`src/rtl/imem_loader_pkg.sv`:
```
// Shared instruction-memory map constants and loader FSM encoding.
package imem_loader_pkg;
  localparam int          IMEM_ADDR_W    = 6;
  localparam int          IMEM_DEPTH     = 64;
  localparam logic [31:0] IMEM_FILL_WORD = 32'hFFFF_FFFF;
  localparam int          IMEM_TIMEOUT   = 1024;

  typedef enum logic [2:0] {IDLE, RECV, WRITE, FILL, FIN} ld_state_e;
endpackage

```
`src/rtl/imem_loader_if.sv`:
```
// Byte-stream source, instruction-memory write port and CPU control of the loader.
interface imem_loader_if import imem_loader_pkg::*; #(
  parameter int ADDR_W = IMEM_ADDR_W
);
  logic              Start;
  logic [ADDR_W:0]   Word_Count;
  logic              Byte_Valid;
  logic [7:0]        Byte_Data;
  logic              Byte_Ready;
  logic              Mem_We;
  logic [ADDR_W-1:0] Mem_Addr;
  logic [31:0]       Mem_Wdata;
  logic              Cpu_Hold;
  logic              Done;
  logic              Err;

  modport master (
    output Start, Word_Count, Byte_Valid, Byte_Data,
    input  Byte_Ready, Mem_We, Mem_Addr, Mem_Wdata, Cpu_Hold, Done, Err
  );
  modport slave (
    input  Start, Word_Count, Byte_Valid, Byte_Data,
    output Byte_Ready, Mem_We, Mem_Addr, Mem_Wdata, Cpu_Hold, Done, Err
  );
endinterface

```
`src/rtl/imem_loader_word_assembler.sv`:
```
// Packs four big-endian bytes into a word; word/word_valid present the full
// word combinationally in the cycle the fourth byte is accepted.
module word_assembler (
  input  logic        clk,
  input  logic        rst_n,
  input  logic        clr,
  input  logic        accept,
  input  logic [7:0]  data,
  output logic [31:0] word,
  output logic        word_valid
);
  logic [1:0]  idx;
  logic [23:0] sh;

  always_ff @(posedge clk or negedge rst_n) begin
    if (!rst_n) begin
      idx <= '0;
      sh  <= '0;
    end else if (clr) begin
      idx <= '0;
      sh  <= '0;
    end else if (accept) begin
      idx <= idx + 2'd1;
      sh  <= {sh[15:0], data};
    end
  end

  assign word       = {sh, data};
  assign word_valid = accept && (idx == 2'd3);
endmodule

```
`src/rtl/imem_loader.sv`:
```
// Loads a byte-streamed program into instruction memory, pads the remainder
// with FILL_WORD and holds the CPU until the load completes.
module imem_loader import imem_loader_pkg::*; #(
  parameter int          ADDR_W    = IMEM_ADDR_W,
  parameter int          DEPTH     = IMEM_DEPTH,
  parameter logic [31:0] FILL_WORD = IMEM_FILL_WORD,
  parameter int          TIMEOUT   = IMEM_TIMEOUT
)(
  input  logic         Clk,
  input  logic         Rst,
  imem_loader_if.slave bus
);
  localparam int CNT_W = ADDR_W + 1;

  ld_state_e         state, state_nx;
  logic [CNT_W-1:0]  n, n_nx, addr, addr_nx, wc_clamp;
  logic [15:0]       tmo, tmo_nx;
  logic              start_acc, tmo_hit, accept, word_valid;
  logic [31:0]       word;
  logic              we_d, done_d, hold_d, err_d;
  logic [ADDR_W-1:0] addr_d;
  logic [31:0]       wdata_d;

  assign bus.Byte_Ready = (state == RECV);
  assign accept         = bus.Byte_Valid && bus.Byte_Ready;
  assign wc_clamp       = (bus.Word_Count > CNT_W'(DEPTH)) ? CNT_W'(DEPTH) : bus.Word_Count;

  word_assembler u_asm (
    .clk       (Clk),
    .rst_n     (Rst),
    .clr       (start_acc),
    .accept    (accept),
    .data      (bus.Byte_Data),
    .word      (word),
    .word_valid(word_valid)
  );

  // Outputs are registered from the next-state decode so they line up with the state.
  always_ff @(posedge Clk or negedge Rst) begin
    if (!Rst) begin
      state         <= IDLE;
      n             <= '0;
      addr          <= '0;
      tmo           <= '0;
      bus.Mem_We    <= 1'b0;
      bus.Mem_Addr  <= '0;
      bus.Mem_Wdata <= '0;
      bus.Cpu_Hold  <= 1'b0;
      bus.Done      <= 1'b0;
      bus.Err       <= 1'b0;
    end else begin
      state         <= state_nx;
      n             <= n_nx;
      addr          <= addr_nx;
      tmo           <= tmo_nx;
      bus.Mem_We    <= we_d;
      bus.Mem_Addr  <= addr_d;
      bus.Mem_Wdata <= wdata_d;
      bus.Cpu_Hold  <= hold_d;
      bus.Done      <= done_d;
      bus.Err       <= err_d;
    end
  end

  always_comb begin
    state_nx  = state;
    n_nx      = n;
    addr_nx   = addr;
    tmo_nx    = tmo;
    start_acc = 1'b0;
    tmo_hit   = 1'b0;
    case (state)
      IDLE: if (bus.Start) begin
        start_acc = 1'b1;
        n_nx      = wc_clamp;
        addr_nx   = '0;
        tmo_nx    = '0;
        state_nx  = (wc_clamp == '0) ? FILL : RECV;
      end
      RECV: if (accept) begin
        tmo_nx = '0;
        if (word_valid) state_nx = WRITE;
      end else if (tmo == 16'(TIMEOUT - 1)) begin
        tmo_hit  = 1'b1;
        state_nx = IDLE;
      end else begin
        tmo_nx = tmo + 16'd1;
      end
      WRITE: begin
        addr_nx = addr + 1'b1;
        if (addr_nx == n) state_nx = (n < CNT_W'(DEPTH)) ? FILL : FIN;
        else              state_nx = RECV;
      end
      FILL: begin
        addr_nx = addr + 1'b1;
        if (addr == CNT_W'(DEPTH - 1)) state_nx = FIN;
      end
      FIN:     state_nx = IDLE;
      default: state_nx = IDLE;
    endcase
  end

  always_comb begin
    we_d    = (state_nx == WRITE) || (state_nx == FILL);
    addr_d  = we_d ? addr_nx[ADDR_W-1:0] : '0;
    wdata_d = (state_nx == WRITE) ? word :
              (state_nx == FILL)  ? FILL_WORD : 32'h0;
    done_d  = (state_nx == FIN);
    hold_d  = bus.Cpu_Hold;
    err_d   = bus.Err;
    if (start_acc) begin
      hold_d = 1'b1;
      err_d  = 1'b0;
    end else begin
      if (state_nx == FIN) hold_d = 1'b0;
      if (tmo_hit)         err_d  = 1'b1;
    end
  end
endmodule

```
`src/flat_wrapper.sv`:
```
// flat-port wrapper written by rule: the top's interface ports become plain ports
module imem_loader_flat import imem_loader_pkg::*;
#(
  parameter int          ADDR_W    = IMEM_ADDR_W,
  parameter int          DEPTH     = IMEM_DEPTH,
  parameter logic [31:0] FILL_WORD = IMEM_FILL_WORD,
  parameter int          TIMEOUT   = IMEM_TIMEOUT
)
  (Clk, Rst, bus_Start, bus_Word_Count, bus_Byte_Valid, bus_Byte_Data, bus_Byte_Ready, bus_Mem_We, bus_Mem_Addr, bus_Mem_Wdata, bus_Cpu_Hold, bus_Done, bus_Err);
  imem_loader_if #(.ADDR_W(ADDR_W)) bus_i ();
  input  logic Clk;
  input  logic Rst;
  input wire logic [$bits(bus_i.Start)-1:0] bus_Start;
  input wire logic [$bits(bus_i.Word_Count)-1:0] bus_Word_Count;
  input wire logic [$bits(bus_i.Byte_Valid)-1:0] bus_Byte_Valid;
  input wire logic [$bits(bus_i.Byte_Data)-1:0] bus_Byte_Data;
  output wire logic [$bits(bus_i.Byte_Ready)-1:0] bus_Byte_Ready;
  output wire logic [$bits(bus_i.Mem_We)-1:0] bus_Mem_We;
  output wire logic [$bits(bus_i.Mem_Addr)-1:0] bus_Mem_Addr;
  output wire logic [$bits(bus_i.Mem_Wdata)-1:0] bus_Mem_Wdata;
  output wire logic [$bits(bus_i.Cpu_Hold)-1:0] bus_Cpu_Hold;
  output wire logic [$bits(bus_i.Done)-1:0] bus_Done;
  output wire logic [$bits(bus_i.Err)-1:0] bus_Err;
  assign bus_i.Start = bus_Start;
  assign bus_i.Word_Count = bus_Word_Count;
  assign bus_i.Byte_Valid = bus_Byte_Valid;
  assign bus_i.Byte_Data = bus_Byte_Data;
  assign bus_Byte_Ready = bus_i.Byte_Ready;
  assign bus_Mem_We = bus_i.Mem_We;
  assign bus_Mem_Addr = bus_i.Mem_Addr;
  assign bus_Mem_Wdata = bus_i.Mem_Wdata;
  assign bus_Cpu_Hold = bus_i.Cpu_Hold;
  assign bus_Done = bus_i.Done;
  assign bus_Err = bus_i.Err;
  imem_loader #(.ADDR_W(ADDR_W), .DEPTH(DEPTH), .FILL_WORD(FILL_WORD), .TIMEOUT(TIMEOUT)) u_core (.Clk(Clk), .Rst(Rst), .bus(bus_i));
endmodule
```
`config.mk`:
```
export PLATFORM = sky130hd
export DESIGN_NAME = imem_loader_flat
export DESIGN_NICKNAME = d
export VERILOG_FILES = /design/src/rtl/imem_loader_pkg.sv /design/src/rtl/imem_loader_if.sv /design/src/rtl/imem_loader_word_assembler.sv /design/src/rtl/imem_loader.sv /design/src/flat_wrapper.sv
export SDC_FILE = /design/constraint.sdc
export NUM_CORES = 1
export LEC_CHECK = 0
export CAP_MARGIN = 20
export CORE_MARGIN = 4
export CORE_UTILIZATION = 35
export DETAILED_ROUTE_END_ITERATION = 10
export SLEW_MARGIN = 25
export SYNTH_ARGS = -nofsm -noshare
export SYNTH_HDL_FRONTEND = slang
export SYNTH_HIERARCHICAL = 1
export SYNTH_SLANG_ARGS = --single-unit
```
`constraint.sdc`:
```
create_clock -name Clk -period 5.2 [get_ports Clk]
set_input_delay 1.04 -clock Clk [delete_from_list [all_inputs] [get_ports Clk]]
set_output_delay 1.04 -clock Clk [all_outputs]
set_load 0.005 [all_outputs]
```
==> metrics.log <==
INFO  metric outcome = finished clean
INFO  metric dominantRegCellSynth = dfrtp_1
INFO  metric timing.max_slew.rel_slack = 0.4402
INFO  metric syn_area = 0.004683 mm^2
INFO  metric rrSetupSlack = 2.66 ns
INFO  metric insertedDiodeCount = 0
INFO  metric synthDominantCellAreaShare = 0.5397
INFO  metric required_time_worst_endpoint = 5.44 ns
INFO  metric detail_route.drc_violations = 0
INFO  metric top_level_ports = 62
INFO  metric post_cts_hold_buffer_count = 0
INFO  metric vdd.ir_drop.worst = 0.1717 mV
INFO  metric drtAntennaViolNets = 0
INFO  metric rsz_0062_raised_after_global_routing = false
INFO  metric clk_root_buffer_cell = clkbuf_16
INFO  metric final_period_minus_worst_setup_slack = 3.157 ns
INFO  metric grt.overflow.total = 0
INFO  metric floorplan.die.height = 123.7 um
INFO  metric timing.max_cap.violations = 0
INFO  metric yosys_warnings = 6
INFO  metric synthDominantAreaCellType = dfrtp_1
INFO  metric row_count = 41
INFO  metric worstSkewPairLatency = 0.35 ns
INFO  metric grt_start_max_net_pins = 63
INFO  metric crit_end = u_core/tmo[8]
INFO  metric area_growth = 20.04%
INFO  metric max_slew.worst_pin.slew = 0.8377 ns
INFO  metric crit_fanout = 38
INFO  metric number_of_setup_violations_in_the_final_report = 0
INFO  metric grt_first_pass_wirelength = 17430 um
INFO  metric fraction_of_layout_instances_using_a_drive_strength_above_1 = 0.09202
INFO  metric gp_congestion = 0.8211
INFO  metric fp.dieW = 123.7 um
INFO  metric ff2ff_path_depth = 7
INFO  metric finalCritPeriodShare = 0.6072
INFO  metric worst_setup_path_start_kind = input pin
INFO  metric timing.fmax = 316.7 MHz
INFO  metric seq_area_frac_synth = 0.5397
INFO  metric dp_hpwl = 6858 um
INFO  metric critPathCaptureType = register
INFO  metric rr_startpoint = u_core/state[1]
INFO  metric crit_arrival = 3.40 ns
INFO  metric clk_pin_slew_worst_paths = 0.07 ns
INFO  metric post_drt_wl_per_cell = 15.93 um
INFO  metric synth.ff_latch_count = 101
INFO  metric power.density_cell_area = 272.7 mW/mm^2
INFO  metric design.die.area = 0.01530 mm^2
INFO  metric final_count_of_hold_timing_violations = 0
INFO  metric drt_iter0_markers = 270
INFO  metric number_of_levels_the_h_tree_was_split_into = 3
INFO  metric ctsLongestPathBuffers = 2
INFO  metric initial_core_util = 0.3637
INFO  metric totalWireLength = 10530 um
INFO  metric min_path_cells = 2
INFO  metric grt_pass1_vias = 3375
INFO  metric placed_cells_incl_taps = 645
INFO  metric final-max-slew-violation-count = 0
INFO  metric hold-worst-slack = 0.4934 ns
INFO  metric cts.repair_timing.setup_buffer_count = 0
INFO  metric hold_path.class = register to register
INFO  metric antenna_found_initial = 0
INFO  metric synth_cells = 444
INFO  metric final_cells = 661
INFO  metric synth-edff-count = 0
INFO  metric track_usage = 0.1451
INFO  metric total_cts_buffers = 9
INFO  metric yosys.cell_count.top_type = dfrtp_1
INFO  metric synth.lib_cells_used.distinct = 56
INFO  metric fin_setup_tns = 0 ns
INFO  metric clock-sinks = 101
INFO  metric io_buffer_count = 61
INFO  metric fin_skew = 0.008819 ns
INFO  metric synthesis.area_per_instance = 10.55 um^2
INFO  metric path_class = input pin to register
INFO  metric synth_fp_nets = 466
INFO  metric synth_common_cells = 101 x dfrtp_1, 43 x nor2_1, 36 x nor3_1
INFO  metric core_region_area = 0.01288 mm^2
INFO  metric final_net_count = 506
INFO  metric post_drt_via_cell_ratio = 5.059
INFO  metric power.static_leakage = 2.266 nW
INFO  metric regToRegEndpoint = u_core/tmo[8]
INFO  metric tritoncts = yes
INFO  metric firstDrtPassIters = 4
INFO  metric synth.area.top_cells = dfrtp_1 54%, mux2i_1 5.3%, nor3_1 3.8%, a21oi_1 3.7%, nor2_1 3.4%
INFO  metric cp-startpoint = bus_Start
INFO  metric synth_async_sr_flop_share = 1.000
INFO  metric route.vias.total = 3344
INFO  metric post_cts.resized_instances = 0
## layer usage
metal / vias up / part of all wire / global-route usage
met5: - / 0 / 0
met4: 0 / 0.013 / 0.03114
met3: 13 / 0.050 / 0.05086
met2: 58 / 0.46 / 0.2166
met1: 1644 / 0.47 / 0.2043
li1: 1629 / - / -
## through the flow
step                setup slack (ns)  power (mW)    util  instance area, um^2
finish                         2.043       1.533  0.4366                 5622
global route                   1.884       1.591  0.4366                 5622
CTS                            1.805       1.554  0.4361                 5615
detailed placement             1.455      0.8384  0.4116                 5300
global placement               1.540      0.8377  0.4116                 5300
floorplan                      2.401      0.8085       -                 4683
## critical path: stages
cell and delay (ns):
clkdlybuf4s50_1 0.60, nand3b_4 0.18, inv_2 0.55, or2_0 0.73
inv_1 0.13, nand2_1 0.10, o21bai_1 0.06
## worst min path at each step
stage	startpoint	end	slack (ns)
after CTS	u_core/tmo[15]	u_core/tmo[15]	0.50
after floorplan	u_core/tmo[15]	u_core/tmo[15]	0.45
after detailed placement	u_core/tmo[15]	u_core/tmo[15]	0.48
final	u_core/n[0]	u_core/n[0]	0.49
after global routing	u_core/n[0]	u_core/n[0]	0.52
after global placement	u_core/n[2]	u_core/n[2]	0.47
## state kept, by name, indices dropped and copies added, names as in the netlist
| register | cells |
|---|---|
| u_core/bus.Done | 1 |
| u_core/state | 3 |
| u_core/bus.Mem_Addr | 6 |
| u_core/u_asm/idx | 2 |
| u_core/u_asm/sh | 24 |
| u_core/n | 7 |
| u_core/bus.Mem_We | 1 |
| u_core/addr | 7 |
| u_core/tmo | 16 |
| u_core/bus.Mem_Wdata | 32 |
| u_core/bus.Cpu_Hold | 1 |
| u_core/bus.Err | 1 |
## report_power, final
group / switching, mW / internal, mW / leakage [nW]
registers: 0.000977 / 0.786 / 1.20
clock network: 0.316 / 0.396 / 0.156
logic: 0.0208 / 0.0140 / 0.911
## cell type report
type,instances,area [um^2]
Fill cell,1196,7254
Tap cell,172,215.2
Sequential cell,101,2527
Timing Repair Buffer,65,638.1
Inverter,9,33.78
Clock buffer,10,239.0
Multi-Input combinational cell,298,1892
Clock inverter,6,76.32
## placed cells by master, fill, tap and decap left out, types with 3 or more instances in the layout
| cell | instances |
|---|---|
| or3_1 | 6 |
| xnor2_1 | 9 |
| clkdlybuf4s50_1 | 60 |
| inv_1 | 6 |
| nor3_1 | 36 |
| a21oi_1 | 35 |
| inv_2 | 3 |
| nor2_1 | 43 |
| mux2i_1 | 25 |
| and3_1 | 3 |
| a21oi_2 | 8 |
| nand4_1 | 6 |
| and4_1 | 4 |
| clkbuf_16 | 9 |
| nand2b_1 | 3 |
| nand3b_1 | 6 |
| dfrtp_1 | 101 |
| xor2_1 | 7 |
| and2_1 | 3 |
| nand3_1 | 14 |
| nor2b_1 | 5 |
| o31ai_1 | 3 |
| ha_1 | 3 |
| inv_6 | 3 |
| o21ai_0 | 16 |
| nor4_1 | 4 |
| nand2_1 | 26 |
| buf_4 | 5 |
## logic make-up after synthesis
group / Yosys count / share of synthesized area
AND/OR/NAND/NOR: 169 / 0.1884
flip-flops: 101 / 0.5397
AO/OA/AOI/OAI: 83 / 0.1130
buffers and inverters: 45 / 0.06011
multiplexers: 26 / 0.05584
XOR/XNOR: 17 / 0.03500
adder cells (fa/ha/maj): 3 / 0.008016
No activity file was read; power rests on OpenSTA's default activity.
==> patch 1, RTL diff (config.mk and constraints unchanged) <==
The package constant `IMEM_ADDR_W` goes from 6 to 4.
--- a/src/rtl/imem_loader_pkg.sv
+++ b/src/rtl/imem_loader_pkg.sv
@@ -2,3 +2,3 @@
 package imem_loader_pkg;
-  localparam int          IMEM_ADDR_W    = 6;
+  localparam int          IMEM_ADDR_W    = 4;
   localparam int          IMEM_DEPTH     = 64;
Interface: changed (resized bus_Mem_Addr and bus_Word_Count); port bits go from 62 to 58. The function was not compared with the original's and may differ.
==> patch 1 against the unedited design <==
- setup slack lost 0.033 ns
- area after synthesis down 13%
- register-to-register slack improved by 0.02 ns
- first-iteration DRC count is 65% lower
- sequential cell count decreased by 6
- sequential share of layout area grew 3.1 points
- wire length shrank 22%
- final area fell by 12%
Power is not compared: it rests on default switching activity, and its combinational part moved more than twofold at a synthesized area within 25%.
==> patch 1: results (changes against the unedited design) <==
[routing]
dr_wl_met2_mm = 3.97  ; was 4.89 mm
wl_met3_um = 581  ; was 526 um
routedWlPerCell_um = 15.3  ; was 15.9 um
drt_iter0_drc = 95  ; was 270
num_vias = 2653  ; was 3344
wl_met1_mm = 3.57  ; was 4.98 mm

[worst_setup_path]
worst_path_largest_cell_delay_ns = 0.58  ; was 0.73 ns
critPathMaxFanout = 34  ; was 38
cpMaxStageDelayCell = clkdlybuf4s50_1  ; was or2_0
crit_arrival_ns = 3.46  ; was 3.40 ns

[synthesis]
synth_flop_cell = dfrtp_1  ; unchanged
syn-num-nets = 373  ; was 466
synth.distinct_cells = 45  ; was 56
ys_seq_area_frac = 0.586  ; was 0.540
synth.area.top_cells = dfrtp_1 (59%), mux2i_1 (6.2%), a21o_1 (5.9%)  ; was dfrtp_1 (54%), mux2i_1 (5.3%), nor3_1 (3.8%)
avgSynthCellArea_um2 = 11.5  ; was 10.5 um2
synth_common_cells = dfrtp_1 (95), nor2_1 (40), a21o_1 (32), mux2i_1 (25), nand2_1 (17)  ; was dfrtp_1 (101), nor2_1 (43), nor3_1 (36), a21oi_1 (35), nand2_1 (26)

[status]
status = complete, no violations  ; unchanged

[placement]
gp_congestion = 0.740  ; was 0.821
dp_slack_ns = 1.65  ; was 1.45 ns
place_hpwl_mm = 5.38  ; was 6.86 mm
port_buffers = 52  ; was 61
dpl_cell_area_mm2 = 0.00463  ; was 0.00530 mm2

[timing]
fin_skew_ns = 0.00505  ; was 0.00882 ns
maxSlewHeadroom = 0.537  ; was 0.440

[global_route]
grt_pass1_wl_mm = 14.0  ; was 17.4 mm
grt_util_all_layers = 0.136  ; was 0.145
grt_pass1_vias = 2807  ; was 3375
grt_max_degree = 49  ; was 63

[cells_and_area]
nets = 413  ; was 506
layout-drive-gt1-share = 0.0884  ; was 0.0920
top_regs = u_core/bus.Mem_Wdata: 32 flops, u_core/u_asm/sh: 24 flops, u_core/tmo: 16 flops  ; unchanged
nFillCells = 1082  ; was 1196
finalNonFillerCells = 539  ; was 661

[cts]
h-tree-depth = 3  ; unchanged

## patch 1: cell count changes after synthesis, moves of 6 or more
cell / delta
a21oi_2: -7
a21oi_1: -26
nand2_1: -9
o21ai_0: -9
dfrtp_1: -6
nor3_1: -29
a21o_1: +32
## patch 1: layer usage
layer | up-vias | track usage
li1 | 1270 | -
met1 | 1322 | 0.165
met2 | 50 | 0.218
met3 | 11 | 0.0616
met4 | 0 | 0.0441
met5 | - | 0
## patch 1: worst paths after layout
| path | slack [ns] | to | start | depth (start not counted) |
|---|---|---|---|---|
| max | 2.01 | u_core/bus.Mem_Addr[2] | bus_Byte_Valid | 9 |
| min | 0.48 | u_core/bus.Mem_Wdata[30] | u_core/u_asm/sh[22] | 1 |
| max reg2reg | 2.68 | u_core/state[0] | u_core/addr[0] | 9 |
| min reg2reg | 0.48 | u_core/bus.Mem_Wdata[30] | u_core/u_asm/sh[22] | 1 |
| max in group asynchronous | 3.47 | u_core/bus.Mem_Wdata[20] | Rst | 2 |
| min in group asynchronous | 0.71 | u_core/state[0] | Rst | 1 |
## patch 1: power breakdown
group	switching [mW]	leakage, nW	internal (mW)
registers	0.139	1.25	0.970
clock network	0.274	0.144	0.398
logic	0.421	0.973	0.482
## patch 1: final cells by class
cell class,instances,area [um2],area share
clock buffers,11,253,0.0511
clock inverters,4,53.8,0.0109
inverters,3,11.3,0.00228
multi-input cells,226,1510,0.306
flip-flops and latches,95,2380,0.481
well taps,143,179,0.0362
repair buffers,57,556,0.112
## patch 1: cell families after synthesis
logic type / after synthesis / synth area share
muxes: 26 / 0.0644
adders and majority gates: 4 / 0.0123
buffers and inverters: 31 / 0.0481
and+or+nand+nor: 115 / 0.145
AOI/OAI and AO/OA: 66 / 0.113
DFF: 95 / 0.586
xor gates and xnor gates: 15 / 0.0324
==> patch 2, RTL diff (same settings) <==
Without the edit above. Re-encode `ld_state_e` (5 states) as one-hot, 5 bits wide.
--- a/src/rtl/imem_loader_pkg.sv
+++ b/src/rtl/imem_loader_pkg.sv
@@ -7,3 +7,3 @@
 
-  typedef enum logic [2:0] {IDLE, RECV, WRITE, FILL, FIN} ld_state_e;
+  typedef enum logic [4:0] {IDLE = 5'b00001, RECV = 5'b00010, WRITE = 5'b00100, FILL = 5'b01000, FIN = 5'b10000} ld_state_e;
 endpackage
Behaviour: no difference found for any inputs over 10 cycles, from zero or initial values and one cycle with Rst low; not proved beyond that.
==> patch 2 against the unedited design <==
- worst hold slack gained 0.0083 ns
- utilization grew 0.14 points
- largest cell class unchanged
- synthesized cell count shrank 1.4%
- final area shrank 0.49%
- wire length grew 0.55%
- area after synthesis shrank 1.4%
- die area shrank 1.3%
- count of clock-buffer cells in the layout shrank 1
- setup slack lost 0.19 ns
- sequential cell count grew 2
Power is not compared: it rests on default switching activity, and its combinational part moved more than twofold at a synthesized area within 25%.
==> patch 2: results (changes against the unedited design) <==
[synthesis]
syn-num-nets = 460  ; was 466
synth.distinct_cells = 49  ; was 56
synth_xor_area_frac = 0.0412  ; was 0.0350
synth_fa_ha_area_frac = 0.00813  ; was 0.00801
synth-compound-area-share = 0.0900  ; was 0.113
avgSynthCellArea_um2 = 10.5  ; about the same
synth.area.top_cells = dfrtp_1 (55%), mux2i_1 (5.6%), nand3_1 (4.6%)  ; was dfrtp_1 (54%), mux2i_1 (5.3%), nor3_1 (3.8%)

[global_route]
grt_util_all_layers = 0.152  ; was 0.145
grt_pass1_vias = 3368  ; was 3375
grt_max_degree = 64  ; was 63
grtUsageMet1 = 0.218  ; was 0.204

[min_path]
holdPathEnd = u_core/bus.Mem_Wdata[26]  ; was u_core/n[0]

[placement]
dp.cells = 646  ; was 645
gp_congestion = 0.858  ; was 0.821
place_hpwl_mm = 6.94  ; was 6.86 mm
dp_slack_ns = 1.47  ; was 1.45 ns

[timing]
holdWs_ns = 0.502  ; was 0.493 ns
fin_skew_ns = 0.00990  ; was 0.00882 ns
worst_slack_ns = 1.85  ; was 2.04 ns
maxSlewHeadroom = 0.354  ; was 0.440

[routing]
dr_wl_met2_mm = 4.82  ; was 4.89 mm
wl_met1_mm = 5.01  ; was 4.98 mm

[worst_setup_path]
crit_path_start = bus_Byte_Valid  ; was bus_Start
worst_path_largest_cell_delay_ns = 0.80  ; was 0.73 ns
rrSetupSlack_ns = 2.25  ; was 2.66 ns
rr_endpoint = u_core/bus.Mem_Addr[2]  ; was u_core/tmo[8]
reg2regPathDepth = 9  ; was 7

[cells_and_area]
fin_area_mm2 = 0.00559  ; was 0.00562 mm2
nets = 507  ; was 506

[status]
status = complete, no violations  ; unchanged

-- patch 2: changes by cell type in the layout (fill, tap and decap cells not counted), sizes merged, moves of 4 or more --
cell | unedited run | this run
o2111ai | 2 | 7
nand3b | 7 | 2
and2 | 3 | 7
nand2 | 26 | 52
nor2 | 46 | 40
a21oi | 43 | 12
a22o | 0 | 6
nand3 | 14 | 42
a31oi | 2 | 8
nor3 | 37 | 5
-- patch 2: power by group through the flow --
stage | combinational, mW | clock, mW | sequential (mW)
final | 0.370 | 0.684 | 0.960
after global routing | 0.417 | 0.750 | 0.972
after CTS | 0.372 | 0.709 | 0.961
after detailed placement | 0.370 | 0 | 0.975
after global placement | 0.361 | 0 | 0.974
after floorplan | 0.286 | 0 | 0.949
-- patch 2: area by class of cell --
cell class / count / area share
multi-input cells: 295 / 0.325
well taps: 172 / 0.0385
clock inverters: 7 / 0.0136
inverters: 11 / 0.00738
clock buffers: 9 / 0.0403
flip-flops and latches: 103 / 0.461
repair buffers: 65 / 0.114
